`src/rtl/clock_sched_pkg.sv`:
```
// clock_sched_pkg: shared constants for the clock timer scheduler
package clock_sched_pkg;
  localparam logic [3:0] OFF_MASK        = 4'h0;
  localparam logic [3:0] OFF_PEND        = 4'h1;
  localparam logic [3:0] OFF_ARM         = 4'h2;
  localparam logic [3:0] OFF_RELOAD_BASE = 4'h8;
  localparam logic [3:0] CH_BASE         = 4'h2;
  typedef enum logic {S_POLL = 1'b0, S_RELOAD = 1'b1} state_t;
endpackage

```
`src/rtl/clock_sched.sv`:
```
// clock_sched: CPU passthrough to the clock peripheral plus idle-cycle expiry polling
module clock_sched
  import clock_sched_pkg::*;
#(
  parameter int WIDTH = 32,
  parameter int NCH = 4
) (
  input  logic             clk,
  input  logic             reset,
  input  logic [WIDTH-1:0] addr,
  input  logic [WIDTH-1:0] din,
  input  logic             wen,
  input  logic             cs,
  output logic [WIDTH-1:0] dout,
  output logic [3:0]       m_addr,
  output logic [WIDTH-1:0] m_din,
  output logic             m_wen,
  output logic             m_cs,
  input  logic [WIDTH-1:0] m_dout,
  output logic             irq
);
  localparam int CW = NCH > 1 ? $clog2(NCH) : 1;
  logic pass, wr_loc, z, expire, irq_q, irq_d, unused_addr;
  logic [3:0] off;
  state_t state_q, state_d;
  logic [CW-1:0] ch_q, ch_d, ch_nxt;
  logic [NCH-1:0] mask_q, mask_d, pend_q, pend_d, arm_q, arm_d, last_nz_q, last_nz_d, pend_set, w1c;
  logic [WIDTH-1:0] reload_v [NCH];
  logic [WIDTH-1:0] loc_rd;
  assign pass = cs & ~addr[4];
  assign wr_loc = cs & addr[4] & wen;
  assign off = addr[3:0];
  assign unused_addr = ^addr[WIDTH-1:5];
  assign ch_nxt = (ch_q == CW'(NCH - 1)) ? '0 : ch_q + 1'b1;
  assign z = m_dout == '0;
  assign expire = ~pass & (state_q == S_POLL) & last_nz_q[ch_q] & z;
  assign irq = irq_q;
  // The CPU always owns the master port; the FSM only gets the leftover cycles.
  always_comb begin
    m_cs = 1'b1;
    m_addr = pass ? off : CH_BASE + 4'(ch_q);
    m_wen = pass ? wen : (state_q == S_RELOAD);
    m_din = pass ? din : (state_q == S_RELOAD ? reload_v[ch_q] : '0);
  end
  always_comb begin
    loc_rd = '0;
    if (off == OFF_MASK) loc_rd = WIDTH'(mask_q);
    if (off == OFF_PEND) loc_rd = WIDTH'(pend_q);
    if (off == OFF_ARM) loc_rd = WIDTH'(arm_q);
    for (int i = 0; i < NCH; i++)
      if (int'(off) == int'(OFF_RELOAD_BASE) + i) loc_rd = reload_v[i];
  end
  assign dout = pass ? m_dout : (cs ? loc_rd : '0);
  always_comb begin
    state_d = state_q;
    ch_d = ch_q;
    last_nz_d = last_nz_q;
    pend_set = '0;
    if (pass) begin
      for (int i = 0; i < NCH; i++)
        if (wen && int'(off) == int'(CH_BASE) + i) last_nz_d[i] = |din;
    end else if (state_q == S_POLL) begin
      last_nz_d[ch_q] = ~z;
      pend_set[ch_q] = expire;
      state_d = (expire & arm_q[ch_q]) ? S_RELOAD : S_POLL;
      ch_d = (expire & arm_q[ch_q]) ? ch_q : ch_nxt;
    end else begin
      last_nz_d[ch_q] = |reload_v[ch_q];
      state_d = S_POLL;
      ch_d = ch_nxt;
    end
  end
  // A same-cycle expiry beats the write-1-to-clear.
  always_comb begin
    mask_d = (wr_loc && off == OFF_MASK) ? din[NCH-1:0] : mask_q;
    arm_d = (wr_loc && off == OFF_ARM) ? din[NCH-1:0] : arm_q;
    w1c = (wr_loc && off == OFF_PEND) ? din[NCH-1:0] : '0;
    pend_d = (pend_q & ~w1c) | pend_set;
    irq_d = |(pend_q & mask_q);
  end
  for (genvar i = 0; i < NCH; i++) begin : g_rl
    logic [WIDTH-1:0] rl_q, rl_d;
    always_comb rl_d = (wr_loc && int'(off) == int'(OFF_RELOAD_BASE) + i) ? din : rl_q;
    always_ff @(posedge clk or negedge reset) begin
      if (!reset) rl_q <= '0;
      else rl_q <= rl_d;
    end
    assign reload_v[i] = rl_q;
  end
  always_ff @(posedge clk or negedge reset) begin
    if (!reset) begin
      state_q <= S_POLL;
      ch_q <= '0;
      mask_q <= '0;
      pend_q <= '0;
      arm_q <= '0;
      last_nz_q <= '0;
      irq_q <= 1'b0;
    end else begin
      state_q <= state_d;
      ch_q <= ch_d;
      mask_q <= mask_d;
      pend_q <= pend_d;
      arm_q <= arm_d;
      last_nz_q <= last_nz_d;
      irq_q <= irq_d;
    end
  end
endmodule
```
`config.mk`:
```
export PLATFORM = sky130hd
export DESIGN_NAME = clock_sched
export DESIGN_NICKNAME = d
export VERILOG_FILES = /design/src/rtl/clock_sched_pkg.sv /design/src/rtl/clock_sched.sv
export SDC_FILE = /design/constraint.sdc
export NUM_CORES = 1
export LEC_CHECK = 0
export CAP_MARGIN = 5
export CORE_ASPECT_RATIO = 1.4
export CORE_MARGIN = 2
export CORE_UTILIZATION = 25
export CTS_CLUSTER_DIAMETER = 150
export DETAILED_ROUTE_END_ITERATION = 10
export PLACE_DENSITY = 0.48
export REMOVE_ABC_BUFFERS = 1
export SETUP_SLACK_MARGIN = 0.3
export SLEW_MARGIN = 20
export SYNTH_ARGS = -nofsm -noshare
export SYNTH_HDL_FRONTEND = slang
export SYNTH_SLANG_ARGS = --single-unit
```
`constraint.sdc`:
```
create_clock -name clk -period 6.3 [get_ports clk]
set_input_delay 0.945 -clock clk [delete_from_list [all_inputs] [get_ports clk]]
set_output_delay 0.945 -clock clk [all_outputs]
set_load 0.05 [all_outputs]
```
==> run summary, run 1 <==
=================================================================================================
Final-report hold violation count                                                               0
CTS H-tree lvls                                                                                 4
DRC                                                                                             0
Floorplan row count                                                                            78
Dominant cells by area after synthesis                                               sky130_fd_sc_hd__dfrtp_1, sky130_fd_sc_hd__mux2_1, sky130_fd_sc_hd__mux4_2
Hpwl dp                                                                                  20100 um
Most common library cells after synthesis                                            sky130_fd_sc_hd__dfrtp_1, sky130_fd_sc_hd__mux2_1, sky130_fd_sc_hd__a22oi_1
Initial cell density of the core                                                            0.255
Resized cells post-CTS                                                                          0
First-iteration detailed-routing DRC count                                                    427
Count of nets after finishing                                                                 899
Post-synth EDFFs                                                                                0
Footprint of the flip-flops and latches                                              0.00371 sq mm
Number of storage elements in the synthesis netlist                                           148
Adder and majority cell fraction of the synthesized area                                  0.00604
Hold Buf Count CTS                                                                              0
# clock sinks                                                                                 148
Ant diodes                                                                                      0
RD Place Congestion                                                                         0.767
Largest net degree at the start of global routing                                              61
Category of the worst setup path capture point                                         output pin
Placeable core region                                                                0.0325 sq mm
Critical path type                                                                      in -> out
Mean number of vias per cell                                                                 5.23
Final Critical Period                                                                     5090 ps
Number of distinct library cell variants in the gate-level netlist after synthesis             47
Netlist area before placement                                                        0.00829 sq mm
Number of top-level design ports                                                              171
Area grow syn2layout                                                                        29.6%
Die area                                                                             0.0346 sq mm
Clock tree from TritonCTS                                                                    done
Worst-skew pair later-pin latency                                                          430 ps
Maximum clock insertion buffer count                                                            2
Final-layout setup total negative slack                                                      0 ps
Fraction of the cycle the final worst path needs                                            0.808
Power Density                                                                         302 mW/mm^2
Mean post-synth cell area                                                              12.3 sq um
Simple-gate share of the synthesized area                                                  0.0568
Number of fill cells                                                                         3297
Xor-xnor portion of the synthesized cell area                                                   0
Post-Route Skew                                                                           8.65 ps
Number of nets with antenna violations after detailed routing                                   0
Startpoint kind of the worst setup timing path                                         input port
Number of max-cap violations                                                                    0
IR drop worst, VDD                                                                       0.171 mV
Cts bufs inserted                                                                              17
Max-slew violation count                                                                        0
Data arrival time at the worst-slack endpoint                                             4150 ps
Pleak                                                                                     4.52 nW
Wire length of the first global-routing pass                                             45200 um
Total Routed Length                                                                      30000 um
Largest family of logic cells by synthesized area                                    multiplexers
Total power consumption of the routed design                                              3.24 mW
Reg clk slew, reported paths                                                                60 ps
Setup repair after global routing missed its margin                                         false
Status                                                                                  completed
X dimension of the die                                                                     158 um
Number of global-route vias before repair                                                    6973
Biggest fanout along the worst timing path                                                     32
Post-Syn Instances                                                                            675
Initial antenna violation count                                                                 0
Remaining global-route overflow                                                                 0
Buffers added on ports                                                                        142
Worst slew slack as a fraction of its limit                                                 0.334
Biggest area consumer among synthesized cells                                        sky130_fd_sc_hd__dfrtp_1
Complex-gate fraction of the synthesized area                                               0.164
Routed vias                                                                                  6524
Final count of negative-setup-slack endpoints                                                   0
Most common cell in the netlist                                                      sky130_fd_sc_hd__dfrtp_1
First-pass iteration count of the detailed router                                               5
GRT Resource Usage Total                                                                    0.178
Number of warning messages in the yosys log                                                     0
Clock root cell                                                                      sky130_fd_sc_hd__clkbuf_16
Layout cells sized above 1                                                                  0.158
Post-CTS Setup Repair Bufs                                                                      0
Area occupied by multi-input gates                                                   0.00435 sq mm
Sequential cell area fraction in the yosys report                                           0.447
Highest attainable clock frequency                                                        196 MHz
Asr flop ratio synth                                                                         1.00
Multiplexer fraction of the synthesized cell area                                           0.290
Top_reg_cell synth                                                                   sky130_fd_sc_hd__dfrtp_1
Required time of the critical path                                                        5350 ps
Die Y                                                                                      219 um
Yosys top cell area share                                                                   0.447
Worst Max-Slew Pin Slew                                                                    997 ps
Type of the tightest min-delay check                                                  in -> async
Post-detailed-route wirelength per cell                                                   24.0 um
=================================================================================================
## cell usage in the layout, fill, tap and decap left out, drive strengths merged, types with 6 or more instances in the layout
cell           Yosys  layout
inv                7       7
o21ai             39      39
nand4              6       6
dfrtp            148     148
a22oi             61      61
clkbuf            46      24
mux4              34      34
nand2             12      12
nor4              23      23
buf               14      54
a31oi             28      28
mux2             138     138
clkdlybuf4s50      0     107
nor2              11      11
a21oi              9       9
a22o              38      38
mux2i              7       7
nor2b              6       6
## report_power, final
group | switching, mW | internal [mW] | total, mW
Sequential | 0.173 | 1.09 | 1.26
Combinational | 0.474 | 0.427 | 0.900
Clock | 0.406 | 0.675 | 1.08
Total | 1.05 | 2.19 | 3.24
## cell type report
| type | count | share of cell area |
|---|---|---|
| repair buffers | 161 | 0.139 |
| multi-input cells | 460 | 0.404 |
| clock buffers | 24 | 0.0467 |
| inverters | 7 | 0.00245 |
| clock inverters | 8 | 0.0113 |
| flip-flops and latches | 148 | 0.345 |
| well taps | 440 | 0.0512 |
## worst max-delay path, cell delays in order
cell and delay (ps):
sky130_fd_sc_hd__clkdlybuf4s50_1 810, sky130_fd_sc_hd__nor2b_1 290, sky130_fd_sc_hd__and3_1 180, sky130_fd_sc_hd__buf_4 440, sky130_fd_sc_hd__a22oi_1 180, sky130_fd_sc_hd__a31oi_1 390
sky130_fd_sc_hd__clkdlybuf4s50_1 880
## metrics by stage
stage	setup slack [ps]	hold WS, ps	std cells	util	cell area, sq um
2_1_floorplan	965	467	615	-	8020
3_3_place_gp	1300	483	1216	0.311	10100
3_5_place_dp	1300	490	1216	0.311	10100
4_1_cts	1270	412	1248	0.331	10700
5_1_grt	1110	422	1248	0.331	10700
6_report	1210	405	1248	0.331	10700
## registers in the layout (all words and copies together), names as in the netlist
name and cells:
arm_q 4, pend_q 4, g_rl.rl_q 128, state_q 1, ch_q 2, mask_q 4, last_nz_q 4, irq 1
## logic make-up (layout without fill, tap and decap cells)
group                      after synthesis  count (layout)
buffers and inverters                   67             200
DFF                                    148             148
AOI/OAI and AO/OA                      194             194
adders and majority gates                4               4
muxes                                  179             179
and+or+nand+nor                         82              82
other                                    1               1
## layer usage
metal	wire length, um	part of all wire	GRT usage
met3	1030	0.034	0.0239
met5	0	0	0
met4	624	0.021	0.0573
met2	15400	0.51	0.308
met1	12900	0.43	0.227
## worst paths after layout
check / from / end / slack [ps] / cells after the start
setup / recovery: addr[3] / dout[30] / 1210 / 7
hold / removal: reset / g_rl[3].rl_q[16] / 410 / 1
setup reg to reg: ch_q[0] / last_nz_q[0] / 2780 / 5
hold reg to reg: g_rl[2].rl_q[8] / g_rl[2].rl_q[8] / 510 / 1
max in group asynchronous: reset / g_rl[2].rl_q[11] / 4750 / 2
min in group clk: g_rl[2].rl_q[8] / g_rl[2].rl_q[8] / 510 / 1
Power figures use the tool's default switching activity.
==> run 2: changes to the inputs <==
- clock period: 6.3 -> 4.75 ns (I/O delays scaled with it)
==> run summary, run 2 (synthesis results as in run 1) <==
============================================================================
Highest attainable clock frequency                                   263 MHz
GRT Resource Usage Total                                               0.179   was 0.178
Largest net degree at the start of global routing                        102   was 61
Total Routed Length                                                 30100 um   was 30000 um
Mean number of vias per cell                                            5.34   was 5.23
Post-Route Skew                                                      6.53 ps   was 8.65 ps
Biggest fanout along the worst timing path                                29   was 32
Category of the worst setup path capture point                    output pin   unchanged
Final count of negative-setup-slack endpoints                              0   unchanged
Number of top-level design ports                                         171   unchanged
Count of nets after finishing                                            907   was 899
# clock sinks                                                            148   unchanged
Worst path setup slack after routing                                  944 ps   was 1210 ps
Buffers added on ports                                                   142   unchanged
Power Density                                                    381 mW/mm^2   was 302 mW/mm^2
Worst setup slack after placement                                    1010 ps   was 1300 ps
Remaining global-route overflow                                            0   unchanged
Number of max-cap violations                                               0   unchanged
Floorplan row count                                                       78   unchanged
Area occupied by multi-input gates                              0.00435 sq mm   unchanged
Total power consumption of the routed design                         4.42 mW   was 3.24 mW
Number of fill cells                                                    3214   was 3297
Crit-path max cell delay                                              560 ps   was 880 ps
Footprint of the flip-flops and latches                         0.00370 sq mm   was 0.00371 sq mm
Cts bufs inserted                                                         17   unchanged
Final-layout setup total negative slack                                 0 ps   unchanged
Wire length of the first global-routing pass                        45900 um   was 45200 um
Worst-skew pair later-pin latency                                     430 ps   about the same
Crit path max-delay cell type                                   sky130_fd_sc_hd__clkdlybuf4s50_1   unchanged
Initial antenna violation count                                            0   unchanged
Number of global-route vias before repair                               7113   was 6973
Post-CTS Setup Repair Bufs                                                 0   unchanged
Clock tree from TritonCTS                                               done   unchanged
Register with the most flip-flops                                  g_rl.rl_q   unchanged
Chain of cells forming the critical path                        clkdlybuf4s50_1 > nor2b_1 > nor3b_2 > buf_4 > a22oi_1 > a31oi_1 > buf_12   was clkdlybuf4s50_1 > nor2b_1 > and3_1 > buf_4 > a22oi_1 > a31oi_1 > clkdlybuf4s50_1
Resized cells post-CTS                                                     0   unchanged
Max FFs per register                                                     128   unchanged
Data arrival time at the worst-slack endpoint                        3090 ps   was 4150 ps
Critical path type                                                 in -> out   unchanged
Worst slew slack as a fraction of its limit                            0.346   was 0.334
Setup repair after global routing missed its margin                    false   unchanged
Initial cell density of the core                                       0.255   unchanged
Most common cell after layout, fill and taps aside              sky130_fd_sc_hd__dfrtp_1   unchanged
Die Y                                                                 219 um   unchanged
IR drop worst, VDD                                                  0.252 mV   was 0.171 mV
Placeable core region                                           0.0325 sq mm   unchanged
First-iteration detailed-routing DRC count                               365   was 427
Type of the tightest min-delay check                             in -> async   unchanged
Number of nets with antenna violations after detailed routing              0   unchanged
Final-report hold violation count                                          0   unchanged
Clock root cell                                                 sky130_fd_sc_hd__clkbuf_16   unchanged
Startpoint kind of the worst setup timing path                    input port   unchanged
Routed vias                                                             6708   was 6524
Ant diodes                                                                 0   unchanged
Die area                                                        0.0346 sq mm   unchanged
Status                                                             completed   unchanged
Reg clk slew, reported paths                                           60 ps   about the same
Post-detailed-route wirelength per cell                              24.0 um   about the same
X dimension of the die                                                158 um   unchanged
RD Place Congestion                                                    0.779   was 0.767
Layout cells sized above 1                                             0.211   was 0.158
Area grow syn2layout                                                   39.9%   was 29.6%
Maximum clock insertion buffer count                                       2   unchanged
Worst Max-Slew Pin Slew                                               981 ps   was 997 ps
Hold Buf Count CTS                                                         0   unchanged
Pleak                                                                4.85 nW   was 4.52 nW
DRC                                                                        0   unchanged
Max-slew violation count                                                   0   unchanged
Hpwl dp                                                             20300 um   was 20100 um
Fraction of the cycle the final worst path needs                       0.801
CTS H-tree lvls                                                            4   unchanged
Most frequent cells in the layout                               sky130_fd_sc_hd__dfrtp_1, sky130_fd_sc_hd__mux2_1, sky130_fd_sc_hd__clkdlybuf4s50_1, sky130_fd_sc_hd__buf_12, sky130_fd_sc_hd__a22oi_1   was sky130_fd_sc_hd__dfrtp_1, sky130_fd_sc_hd__mux2_1, sky130_fd_sc_hd__clkdlybuf4s50_1, sky130_fd_sc_hd__a22oi_1, sky130_fd_sc_hd__buf_4
First-pass iteration count of the detailed router                          5   unchanged
Final Critical Period                                                3810 ps
Required time of the critical path                                   4040 ps   was 5350 ps
============================================================================
[run 2: cell types whose count changed in the layout (fill, tap and decap cells not counted)]
| cell | delta |
|---|---|
| sky130_fd_sc_hd__clkinv_2 | +2 |
| sky130_fd_sc_hd__dfrtp_2 | +1 |
| sky130_fd_sc_hd__clkbuf_8 | -2 |
| sky130_fd_sc_hd__dfrtp_4 | -1 |
| sky130_fd_sc_hd__bufinv_16 | +1 |
| sky130_fd_sc_hd__buf_4 | -26 |
| sky130_fd_sc_hd__clkinv_4 | -1 |
| sky130_fd_sc_hd__clkdlybuf4s50_1 | -36 |
| sky130_fd_sc_hd__buf_12 | +70 |
[run 2: worst paths after layout]
check                                      start                to  slack, ps  cells after the start
worst max-delay path                     addr[2]          dout[20]        940                      7
worst min register to register  g_rl[3].rl_q[24]  g_rl[3].rl_q[24]        510                      1
worst min-delay path                       reset  g_rl[1].rl_q[16]        400                      1
min in group clk                g_rl[3].rl_q[24]  g_rl[3].rl_q[24]        510                      1
max in group asynchronous                  reset           ch_q[0]       3360                      2
worst max register to register           ch_q[0]      last_nz_q[0]       1600                      6
[run 2: layout make-up]
| type | instances | share of cell area |
|---|---|---|
| Clock buffer | 22 | 0.0409 |
| Multi-Input combinational cell | 460 | 0.375 |
| Sequential cell | 148 | 0.320 |
| Inverter | 7 | 0.00227 |
| Tap cell | 440 | 0.0475 |
| Clock inverter | 10 | 0.0132 |
| Timing Repair Buffer | 169 | 0.202 |
[run 2: report_power, final]
part / total [mW] / internal, mW / switching (mW)
Combinational: 1.39 / 0.643 / 0.744
Sequential: 1.58 / 1.44 / 0.138
Clock: 1.45 / 0.917 / 0.535
[run 2: through the flow]
stage / utilization / hold WS (ps) / cells / cell area [sq um]
after floorplan: - / 417 / 615 / 8020
after global placement: 0.337 / 486 / 1224 / 11000
after detailed placement: 0.337 / 498 / 1224 / 11000
after CTS: 0.357 / 459 / 1256 / 11600
after global routing: 0.357 / 484 / 1256 / 11600
final: 0.357 / 397 / 1256 / 11600
[run 2: layer usage]
| metal | share of wire | global-route usage | vias up |
|---|---|---|---|
| met2 | 0.51 | 0.300 | 215 |
| met1 | 0.42 | 0.225 | 3525 |
| li1 | - | - | 2924 |
| met3 | 0.038 | 0.0298 | 44 |
| met5 | 0 | 0 | - |
| met4 | 0.038 | 0.0821 | 0 |
[run 2: worst max-delay path: cells and delay by family]
family / cells / cell delay [ps]
buf+inv: 3 / 1210
simple gates: 2 / 520
compound gates: 2 / 630
==> run 3: changes to the inputs <==
- clock period: 4.75 -> 3.87 ns (I/O delays scaled with it)
==> run summary, run 3 (synthesis results as in run 1) <==
================================================================================
DRC                                                                            0   unchanged
First-pass iteration count of the detailed router                              5   unchanged
Worst R2R Start                                                          ch_q[0]   unchanged
Beginning of the critical path                                           addr[3]   was addr[2]
Kind of cell with the highest combined delay on the critical path   buffers and inverters   unchanged
Final-report hold violation count                                              0   unchanged
Initial cell density of the core                                           0.255   unchanged
Number of nets with antenna violations after detailed routing                  0   unchanged
Setup slack of the most critical reg-to-reg path                          580 ps   was 1600 ps
Buffers added on ports                                                       142   unchanged
Worst-skew pair later-pin latency                                         430 ps   about the same
Total Routed Length                                                     30200 um   was 30100 um
Hpwl dp                                                                 20500 um   was 20300 um
Highest attainable clock frequency                                       293 MHz
Critical path type                                                     in -> out   unchanged
Ant diodes                                                                     0   unchanged
Number of cells after detailed placement                                    1241   was 1224
Worst setup slack after placement                                         486 ps   was 1010 ps
Post-Route Skew                                                          8.98 ps   was 6.53 ps
Total non-filler cell area in the finished layout                   0.0118 sq mm   was 0.0116 sq mm
Final Critical Period                                                    3410 ps
Die area                                                            0.0346 sq mm   unchanged
Type of the tightest min-delay check                                 in -> async   unchanged
GRT Resource Usage Total                                                   0.178   was 0.179
Mean number of vias per cell                                                5.28   was 5.34
Post-CTS Setup Repair Bufs                                                     0   unchanged
Final count of negative-setup-slack endpoints                                  0   unchanged
Maximum clock insertion buffer count                                           2   unchanged
Hold Buf Count CTS                                                             0   unchanged
Number of top-level design ports                                             171   unchanged
Combined buffer and inverter count along the critical path                     3   unchanged
Clock root cell                                                     sky130_fd_sc_hd__clkbuf_16   unchanged
Max FFs per register                                                         128   unchanged
Resized cells post-CTS                                                         0   unchanged
Worst slew slack as a fraction of its limit                                0.294   was 0.346
Reg clk slew, reported paths                                               60 ps   about the same
Category of the worst setup path capture point                        output pin   unchanged
Data arrival time at the worst-slack endpoint                            2830 ps   was 3090 ps
Area grow syn2layout                                                       42.9%   was 39.9%
Crit-path max cell delay                                                  550 ps   was 560 ps
Routed vias                                                                 6724   was 6708
Worst Max-Slew Pin Slew                                                  1050 ps   was 981 ps
IR drop worst, VDD                                                      0.296 mV   was 0.252 mV
RD Place Congestion                                                        0.777   was 0.779
Initial antenna violation count                                                0   unchanged
Most frequent cells in the layout                                   sky130_fd_sc_hd__dfrtp_1, sky130_fd_sc_hd__mux2_1, sky130_fd_sc_hd__buf_12, sky130_fd_sc_hd__clkdlybuf4s50_1, sky130_fd_sc_hd__a22oi_1   was sky130_fd_sc_hd__dfrtp_1, sky130_fd_sc_hd__mux2_1, sky130_fd_sc_hd__clkdlybuf4s50_1, sky130_fd_sc_hd__buf_12, sky130_fd_sc_hd__a22oi_1
Crit path max-delay cell type                                       sky130_fd_sc_hd__clkdlybuf4s50_1   unchanged
Non-Filler Instances                                                        1273   was 1256
Required time of the critical path                                       3290 ps   was 4040 ps
Placeable core region                                               0.0325 sq mm   unchanged
Number of fill cells                                                        3139   was 3214
CTS H-tree lvls                                                                4   unchanged
Status                                                                 completed   unchanged
Largest net degree at the start of global routing                             74   was 102
Startpoint kind of the worst setup timing path                        input port   unchanged
Clock tree from TritonCTS                                                   done   unchanged
Layout cells sized above 1                                                 0.229   was 0.211
Setup repair after global routing missed its margin                        false   unchanged
Pleak                                                                    4.98 nW   was 4.85 nW
Number of global-route vias before repair                                   7204   was 7113
Biggest fanout along the worst timing path                                    14   was 29
Die Y                                                                     219 um   unchanged
Count of nets after finishing                                                924   was 907
Chain of cells forming the critical path                            clkdlybuf4s50_1 > nor2b_1 > nor3b_2 > buf_4 > a22oi_1 > a31oi_1 > buf_12   unchanged
Fraction of the cycle the final worst path needs                           0.881
Cts bufs inserted                                                             17   unchanged
Wire length of the first global-routing pass                            45500 um   was 45900 um
X dimension of the die                                                    158 um   unchanged
# clock sinks                                                                148   unchanged
Area after DPL                                                      0.0112 sq mm   was 0.0110 sq mm
Most common cell after layout, fill and taps aside                  sky130_fd_sc_hd__dfrtp_1   unchanged
Number of max-cap violations                                                   0   unchanged
Max-slew violation count                                                       0   unchanged
Worst path setup slack after routing                                      459 ps   was 944 ps
First-iteration detailed-routing DRC count                                   423   was 365
Remaining global-route overflow                                                0   unchanged
Floorplan row count                                                           78   unchanged
Register with the most flip-flops                                      g_rl.rl_q   unchanged
Power Density                                                        475 mW/mm^2   was 381 mW/mm^2
Post-detailed-route wirelength per cell                                  23.7 um   was 24.0 um
================================================================================
==> run 3: worst paths after layout <==
kind                                         end  cells after the start
worst min-delay path            g_rl[3].rl_q[16]                      1
min in group clk                g_rl[0].rl_q[24]                      1
worst min register to register  g_rl[0].rl_q[24]                      1
max in group asynchronous       g_rl[0].rl_q[15]                      2
worst max-delay path                    dout[10]                      7
worst max register to register      last_nz_q[0]                      6
==> run 3: power breakdown <==
part	switching, mW	leakage [nW]	total [mW]	internal, mW
logic	0.882	2.69	1.74	0.853
registers	0.209	1.96	1.98	1.77
clock network	0.679	0.326	1.90	1.22
total	1.77	4.98	5.62	3.85
==> run 3: cell type report <==
cell class	count	area, sq um	area share
Clock inverter	14	233	0.0197
Clock buffer	18	439	0.0371
Inverter	7	26.3	0.00222
Tap cell	440	551	0.0465
Multi-Input combinational cell	460	4350	0.367
Sequential cell	148	3700	0.313
Timing Repair Buffer	186	2540	0.214
==> run 3: routing by layer <==
layer	global-route usage	routed length, um	part of all wire	up-vias
met5	0	0	0	-
met4	0.0630	894	0.030	0
met3	0.0280	1340	0.044	33
met2	0.309	15300	0.51	220
met1	0.224	12600	0.42	3511
li1	-	-	-	2960
==> run 3: stage by stage <==
step / util / hold WS, ps / power, mW / TNS [ps]
after floorplan: - / 285 / 2.94 / -68760
after CTS: 0.364 / 221 / 5.67 / 0
after global placement: 0.344 / 484 / 3.74 / 0
final: 0.364 / 174 / 5.62 / 0
after detailed placement: 0.344 / 498 / 3.76 / 0
after global routing: 0.364 / 229 / 5.86 / 0
